**src/rtl/cam_pkg.sv**
```systemverilog
// Shared CAM definitions: readout FSM states, CAM mode codes
// and the index-width helper used by the tag reader.
package cam_pkg;

  typedef enum logic [2:0] {
    S_IDLE  = 3'd0,
    S_SCAN  = 3'd1,
    S_FETCH = 3'd2,
    S_SEND  = 3'd3,
    S_DONE  = 3'd4
  } state_t;

  localparam logic [2:0] RowxRow = 3'd1;
  localparam logic [2:0] ColxCol = 3'd2;
  localparam logic [2:0] COPY_B  = 3'd3;
  localparam logic [2:0] COPY_R  = 3'd4;
  localparam logic [2:0] COPY_A  = 3'd5;

  function automatic int idx_width(input int depth);
    return (depth > 1) ? $clog2(depth) : 1;
  endfunction

endpackage

```
**src/rtl/cam_prio_enc.sv**
```systemverilog
// Lowest-set-bit priority encoder over the pending match mask.
// Purely combinational; any=0 means the mask is empty.
module cam_prio_enc
  import cam_pkg::*;
#(
  parameter int DATA_DEPTH = 16,
  parameter int IDX_W      = idx_width(DATA_DEPTH)
) (
  input  logic [DATA_DEPTH-1:0] i_req,
  output logic [IDX_W-1:0]      index,
  output logic                  any
);

  // Scan high to low so the lowest set bit wins last.
  always_comb begin
    index = '0;
    any   = 1'b0;
    for (int i = DATA_DEPTH - 1; i >= 0; i--) begin
      if (i_req[i]) begin
        index = IDX_W'(i);
        any   = 1'b1;
      end
    end
  end

endmodule

```
**src/rtl/cam_tag_reader.sv**
```systemverilog
// Walks a latched CAM match vector, reading each hit row in
// ascending order. CAM_TAG_READER_COUNT_EN enables match_count.
module cam_tag_reader
  import cam_pkg::*;
#(
  parameter int DATA_WIDTH     = 8,
  parameter int DATA_DEPTH     = 16,
  parameter int ADDR_WIDTH_CAM = 8
) (
  input  logic                      clk,
  input  logic                      rstIn,
  input  logic                      start,
  input  logic [DATA_DEPTH-1:0]     tag_row,
  input  logic [DATA_WIDTH-1:0]     Q_out_row,
  output logic [ADDR_WIDTH_CAM-1:0] addr_output_Row,
  output logic                      out_valid,
  input  logic                      out_ready,
  output logic [ADDR_WIDTH_CAM-1:0] out_addr,
  output logic [DATA_WIDTH-1:0]     out_data,
  output logic                      busy,
  output logic                      done,
  output logic [ADDR_WIDTH_CAM:0]   match_count
);

  localparam int IDX_W = idx_width(DATA_DEPTH);

  state_t                    r_state;
  logic [DATA_DEPTH-1:0]     r_pending;
  logic [IDX_W-1:0]          r_idx;
  logic [ADDR_WIDTH_CAM-1:0] r_row_addr;
  logic [ADDR_WIDTH_CAM-1:0] r_out_addr;
  logic [DATA_WIDTH-1:0]     r_out_data;
  logic                      r_valid;
  logic                      r_busy;
  logic                      r_done;

  logic [IDX_W-1:0]      w_idx;
  logic                  w_any;
  logic [DATA_DEPTH-1:0] w_clr;

  cam_prio_enc #(
    .DATA_DEPTH (DATA_DEPTH),
    .IDX_W      (IDX_W)
  ) u_prio (
    .i_req (r_pending),
    .index (w_idx),
    .any   (w_any)
  );

  assign w_clr = DATA_DEPTH'(1) << r_idx;

  always_ff @(posedge clk or negedge rstIn) begin
    if (!rstIn) begin
      r_state    <= S_IDLE;
      r_pending  <= '0;
      r_idx      <= '0;
      r_row_addr <= '0;
      r_out_addr <= '0;
      r_out_data <= '0;
      r_valid    <= 1'b0;
      r_busy     <= 1'b0;
      r_done     <= 1'b0;
    end else begin
      r_done <= 1'b0;
      unique case (r_state)
        S_IDLE: begin
          if (start) begin
            r_pending <= tag_row;
            r_busy    <= 1'b1;
            r_state   <= S_SCAN;
          end
        end
        S_SCAN: begin
          if (!w_any) begin
            r_done  <= 1'b1;
            r_state <= S_DONE;
          end else begin
            r_idx      <= w_idx;
            r_row_addr <= ADDR_WIDTH_CAM'(w_idx);
            r_state    <= S_FETCH;
          end
        end
        // Row address has settled for a full cycle; capture the read.
        S_FETCH: begin
          r_out_data <= Q_out_row;
          r_out_addr <= ADDR_WIDTH_CAM'(r_idx);
          r_valid    <= 1'b1;
          r_state    <= S_SEND;
        end
        S_SEND: begin
          if (out_ready) begin
            r_valid   <= 1'b0;
            r_pending <= r_pending & ~w_clr;
            r_state   <= S_SCAN;
          end
        end
        S_DONE: begin
          r_busy  <= 1'b0;
          r_state <= S_IDLE;
        end
        default: r_state <= S_IDLE;
      endcase
    end
  end

  assign addr_output_Row = r_row_addr;
  assign out_valid       = r_valid;
  assign out_addr        = r_out_addr;
  assign out_data        = r_out_data;
  assign busy            = r_busy;
  assign done            = r_done;

`ifdef CAM_TAG_READER_COUNT_EN
  logic [ADDR_WIDTH_CAM:0] w_pop;
  logic [ADDR_WIDTH_CAM:0] r_match;

  always_comb begin
    w_pop = '0;
    for (int i = 0; i < DATA_DEPTH; i++) begin
      w_pop = w_pop + {{ADDR_WIDTH_CAM{1'b0}}, tag_row[i]};
    end
  end

  always_ff @(posedge clk or negedge rstIn) begin
    if (!rstIn) begin
      r_match <= '0;
    end else if (r_state == S_IDLE && start) begin
      r_match <= w_pop;
    end
  end

  assign match_count = r_match;
`else
  assign match_count = '0;
`endif

endmodule

```
**config.mk**
```make
export PLATFORM = sky130hd
export DESIGN_NAME = cam_tag_reader
export DESIGN_NICKNAME = d
export VERILOG_FILES = /design/src/rtl/cam_pkg.sv /design/src/rtl/cam_prio_enc.sv /design/src/rtl/cam_tag_reader.sv
export SDC_FILE = /design/constraint.sdc
export NUM_CORES = 1
export LEC_CHECK = 0
export CORE_ASPECT_RATIO = 1.2
export CORE_MARGIN = 2
export CORE_UTILIZATION = 40
export CTS_CLUSTER_SIZE = 28
export DETAILED_ROUTE_END_ITERATION = 10
export PLACE_DENSITY = 0.68
export SLEW_MARGIN = 10
export SYNTH_ARGS = -nofsm -noshare
export SYNTH_HDL_FRONTEND = slang
export SYNTH_SLANG_ARGS = --single-unit
```
**constraint.sdc**
```tcl
create_clock -name clk -period 3.7 [get_ports clk]
set_input_delay 0.555 -clock clk [delete_from_list [all_inputs] [get_ports clk]]
set_output_delay 0.555 -clock clk [all_outputs]
set_load 0.005 [all_outputs]
```
; ---- Word level (Yosys, flattened, before mapping)
; Index checks and enable logic that the tools add are counted.
[totals]
reg_bits = 38
[classes]
n_eq_ne = 6
shift = 1
mux = 45
bitwise = 2
reduce_logical = 9
[op_table]
columns = cell, count
row1 = two-way mux 4 bit, 16
row2 = two-way mux 16 bit, 2
row3 = case mux 16 bit (2 select lines), 1
row4 = two-way mux 1 bit, 20
row5 = bitwise AND 16 bit, 1
row6 = NOT 16 bit, 1
row7 = left shift 1 x 4 -> 16 bit (first input constant), 1
row8 = case mux 3 bit (4 select lines), 1
row9 = two-way mux 3 bit, 3
row10 = AND reduction 2 bit, 4
row11 = equality test 3 x 2 -> 1 bit (second input constant), 2
row12 = nonzero test 2 bit, 3
row13 = != test 2 bit (second input constant), 2
row14 = case mux 1 bit (2 select lines), 2
row15 = equality test 3 x 1 -> 1 bit (second input constant), 1
row16 = equality test 3 bit (second input constant), 1
row17 = logical NOT 3 bit, 1
row18 = AND reduction 3 bit, 1

; ---- Depth between registers and ports, before layout
[logic_depth]
word_depth = 18
mapped_depth = 7
ltp_nobuf = 5

; ---- Modules after synthesis
; From an unflattened synthesis, not the netlist that was laid out.
[hier_totals]
cells_unflattened = 195
area_unflattened_um2 = 2093.3
[by_module_without_submodules]
columns = module, instances, cells_per_inst, area_per_inst_um2, seq_area_each_um2
row1 = cam_tag_reader, 1, 162, 1914.3, 950.9
row2 = cam_prio_enc, 1, 33, 178.9, 0.0

; ---- Worst setup path after synthesis
; OpenSTA, ideal clock, no wires.
[synth_path]
path_type = register to register
startpoint = register r_state[2]
endpoint = register r_out_addr[2], in the netlist out_addr[2]
setup_time_ns = 0.128
t_arrival_ns = 1.261
required_ns = 3.572
path_slack_ns = 2.312
stages_incl_launch_ff = 6
path_buffers = 2
synth_period_minus_slack_ns = 1.388
cell_sequence = dfrtp_1 > clkbuf_8 > nor2b_4 > and2_4 > buf_4 > mux2_1
[synth_between]
elab_chain_cells = 1
[synth_lines]
columns = element, line_no
row1 = "start, declared", cam_tag_reader.sv:27  ; state_t r_state;
row2 = "start signal, assigned", cam_tag_reader.sv:54  ; r_state <= S_IDLE;
row3 = "start signal, assigned", cam_tag_reader.sv:70  ; r_state <= S_SCAN;
row4 = "start signal, assigned", cam_tag_reader.sv:76  ; r_state <= S_DONE;
row5 = equality test 3 x 2 -> 1 bit, cam_tag_reader.sv:65  ; unique case (r_state)
row6 = "end signal, assigned", cam_tag_reader.sv:86  ; r_out_addr <= ADDR_WIDTH_CAM'(r_idx);
row7 = "end, declared", cam_tag_reader.sv:31  ; logic [ADDR_WIDTH_CAM-1:0] r_out_addr;
; No other way between the ends.
; A chain may end at the register's enable or synchronous reset.

; ---- Final worst setup path
[layout_path]
startpoint = register r_row_addr[3], in the netlist addr_output_Row[3]
endpoint = output addr_output_Row[3]
[layout_rtl]
columns = element, line_no
row1 = "start, declared", cam_tag_reader.sv:30  ; logic [ADDR_WIDTH_CAM-1:0] r_row_addr;
row2 = "start signal, assigned", cam_tag_reader.sv:79  ; r_row_addr <= ADDR_WIDTH_CAM'(w_idx);
row3 = "end, declared", cam_tag_reader.sv:15  ; output logic [ADDR_WIDTH_CAM-1:0] addr_output_Row,
; No word-level cell between the ends.

==> results.py <==
metrics = {
    "run_status": {
        "status": "finished clean",
    },
    "synth": {
        "synth_cell_types": 41,
        "syn-cell-area_mm2": 0.001993,
        "yosysSeqAreaShare_pct": 47.71,
        "ys_ff_latch": 38,
        "syn_inst": 192,
        "synth_top_cell_area_share_pct": 47.71,
        "synth_top_cell_by_area": "dfrtp_1",
        "synth_warnings": 0,
        "netlist_top_cells_area": "dfrtp_1, buf_4, a22o_1",
        "syn-mean-instance-area_um2": 10.38,
    },
    "sta": {
        "rsz0062_at_grt": "no",
        "tightest_slew_ns": 0.8341,
        "hold_viol_final": 0,
        "slew_headroom_pct": 44.40,
        "fin_crit_sh_pct": 52.66,
        "report.final.slew_viol_count": 0,
        "fmax_ghz": 0.5132,
        "timing.setup.tns_ns": 0,
        "finClkSkew_ns": 0.003669,
        "setup_viol": 0,
        "hold_ws_ns": 0.3634,
        "period_needed_ns": 1.948,
    },
    "cts": {
        "post_cts_buffers": 0,
        "cts_made_buffers": 5,
        "cts_buffer_depth": 2,
        "cts_tree": "done",
        "ctsResizeCount": 0,
        "ctsHoldBuffers": 0,
        "clock_latency_ns": 0.29,
        "cts.clk_slew.worst_paths_ns": 0.07,
        "ctsHtreeMaxLevel": 2,
        "cts-root-buf": "clkbuf_8",
        "cts.sink_count": 38,
    },
    "power": {
        "power.density_mw_per_mm2": 793.9,
        "static-leakage-power_uw": 0.001048,
        "ir_worst_vdd_mv": 0.4045,
    },
    "route": {
        "drt_iter0_markers": 42,
        "ant_nets": 0,
        "viasPerCell": 5.088,
        "wire_per_inst_um": 14.17,
        "num_vias": 1501,
        "dr.pass1.iters": 4,
        "drc_errors": 0,
        "finalWirelength_mm": 4.181,
    },
    "worst_setup_path": {
        "crit_required_ns": 3.14,
        "worstSetupEndpointType": "primary output",
        "critPathLaunchType": "flip-flop",
        "max_stage_delay_ns": 0.58,
        "worstPathCellList": "clkdlybuf4s50_1",
        "slowest_stage": "clkdlybuf4s50_1",
        "worstSetupStartpoint": "addr_output_Row[3]",
        "arrival_ns": 1.39,
        "r2r_slack_ns": 1.97,
        "r2r-start": "r_pending[11]",
        "path_delay_family": "buffers and inverters",
        "path_max_fanout": 10,
        "crit_buf_inv": 1,
        "critPathKind": "flip-flop to primary output",
    },
    "finish": {
        "nFillCells": 471,
        "fin_util_pct": 50.59,
        "final_common_cell": "clkdlybuf4s50_1",
        "area.sequential_um2": 950.9,
        "layout.cells.non_filler": 295,
        "multi_input_area_um2": 875.8,
        "nets": 262,
        "n_antenna_cell": 0,
        "syn2layout_area_growth_pct": 23.60,
        "drive_gt1_share_pct": 9.787,
        "final_cell_mix": "clkdlybuf4s50_1, dfrtp_1, conb_1",
    },
    "floorplan": {
        "core_mm2": 0.004870,
        "dieArea_mm2": 0.005566,
        "die_h_um": 81.33,
        "rows": 28,
        "start_util_pct": 40.93,
        "fp.dieW_um": 68.44,
        "io_pins": 64,
    },
    "global_route": {
        "grt.total_usage_pct": 16.95,
        "grt_first_pass_wirelength_mm": 6.934,
        "grt_pass1_vias": 1502,
        "antenna_found_initial": 0,
        "grt_max_degree": 39,
        "grt_overflow_total": 0,
    },
    "flow_run": {
        "maxCapViolations": 0,
    },
    "min_path": {
        "min_path_type": "input port to asynchronous set/reset pin",
    },
    "placement": {
        "io_buffers": 46,
        "dpl.hpwl_mm": 3.123,
        "dp_cells": 287,
        "gp_congestion": 0.8365,
    },
}
-- cells in the mapped netlist (all sizes together) --
cell	n
nand3	1
o41ai	1
a211oi	1
a21o	1
nand4	1
nor4	7
o31a	1
o311ai	1
nor2b	2
conb	1
o31ai	2
clkbuf	3
nand2	14
a21oi	10
dfrtp	38
mux2	12
buf	24
and2b	1
a22o	16
o21ai	17
nand3b	1
inv	4
and2	1
a31oi	1
nand2b	5
nor3	9
nor2	17
-- cell type report --
class                      count  area share, %
clock buffer                   7          3.504
clock inverter                 1         0.2031
inverter                       4         0.6094
multi-input combinational    139          35.55
sequential                    38          38.60
tap                           60          3.047
timing repair buffer          46          18.49
-- metal layers --
| metal | global-route usage (%) | up-vias | routed length (µm) |
|---|---|---|---|
| li1 | - | 734 | - |
| met1 | 21.26 | 712 | 1826 |
| met2 | 26.35 | 45 | 1973 |
| met3 | 5.125 | 10 | 292 |
| met4 | 8.000 | 0 | 89 |
| met5 | 0 | - | 0 |
-- sequential cells by signal, indices dropped and copies added, names as in the netlist --
| name | cells |
|---|---|
| r_pending | 16 |
| out_data | 8 |
| addr_output_Row | 4 |
| out_addr | 4 |
| r_state | 3 |
| busy | 1 |
| done | 1 |
| out_valid | 1 |
-- path summary, 6_finish.rpt --
check | endpoint | cells after the start
worst max register to register | addr_output_Row[1] | 5
max in group asynchronous | r_pending[14] | 1
worst max-delay path | addr_output_Row[3] | 1
min in group clk | out_data[0] | 1
worst min register to register | out_data[0] | 1
worst min-delay path | busy | 1
-- where the power goes --
| part | internal, µW | leakage (µW) | switching, µW |
|---|---|---|---|
| logic | 478 | 0.000527 | 396 |
| registers | 589 | 0.000472 | 200 |
| clock network | 150 | 0.0000482 | 143 |
-- per-stage QoR --
stage	total power [µW]	cell area, µm²	setup WS, ns
global placement	1652	2372	1.685
detailed placement	1676	2372	1.636
floorplan	1364	2053	2.312
CTS	1978	2464	1.724
global route	2112	2464	1.668
finish	1956	2464	1.752
-- kinds of logic after synthesis --
group | synth area share, %
simple gates | 16.01
compound gates | 17.95
flops | 47.71
buf+inv | 11.36
mux | 6.780
other cells | 0.1881
Power figures use the tool's default switching activity.
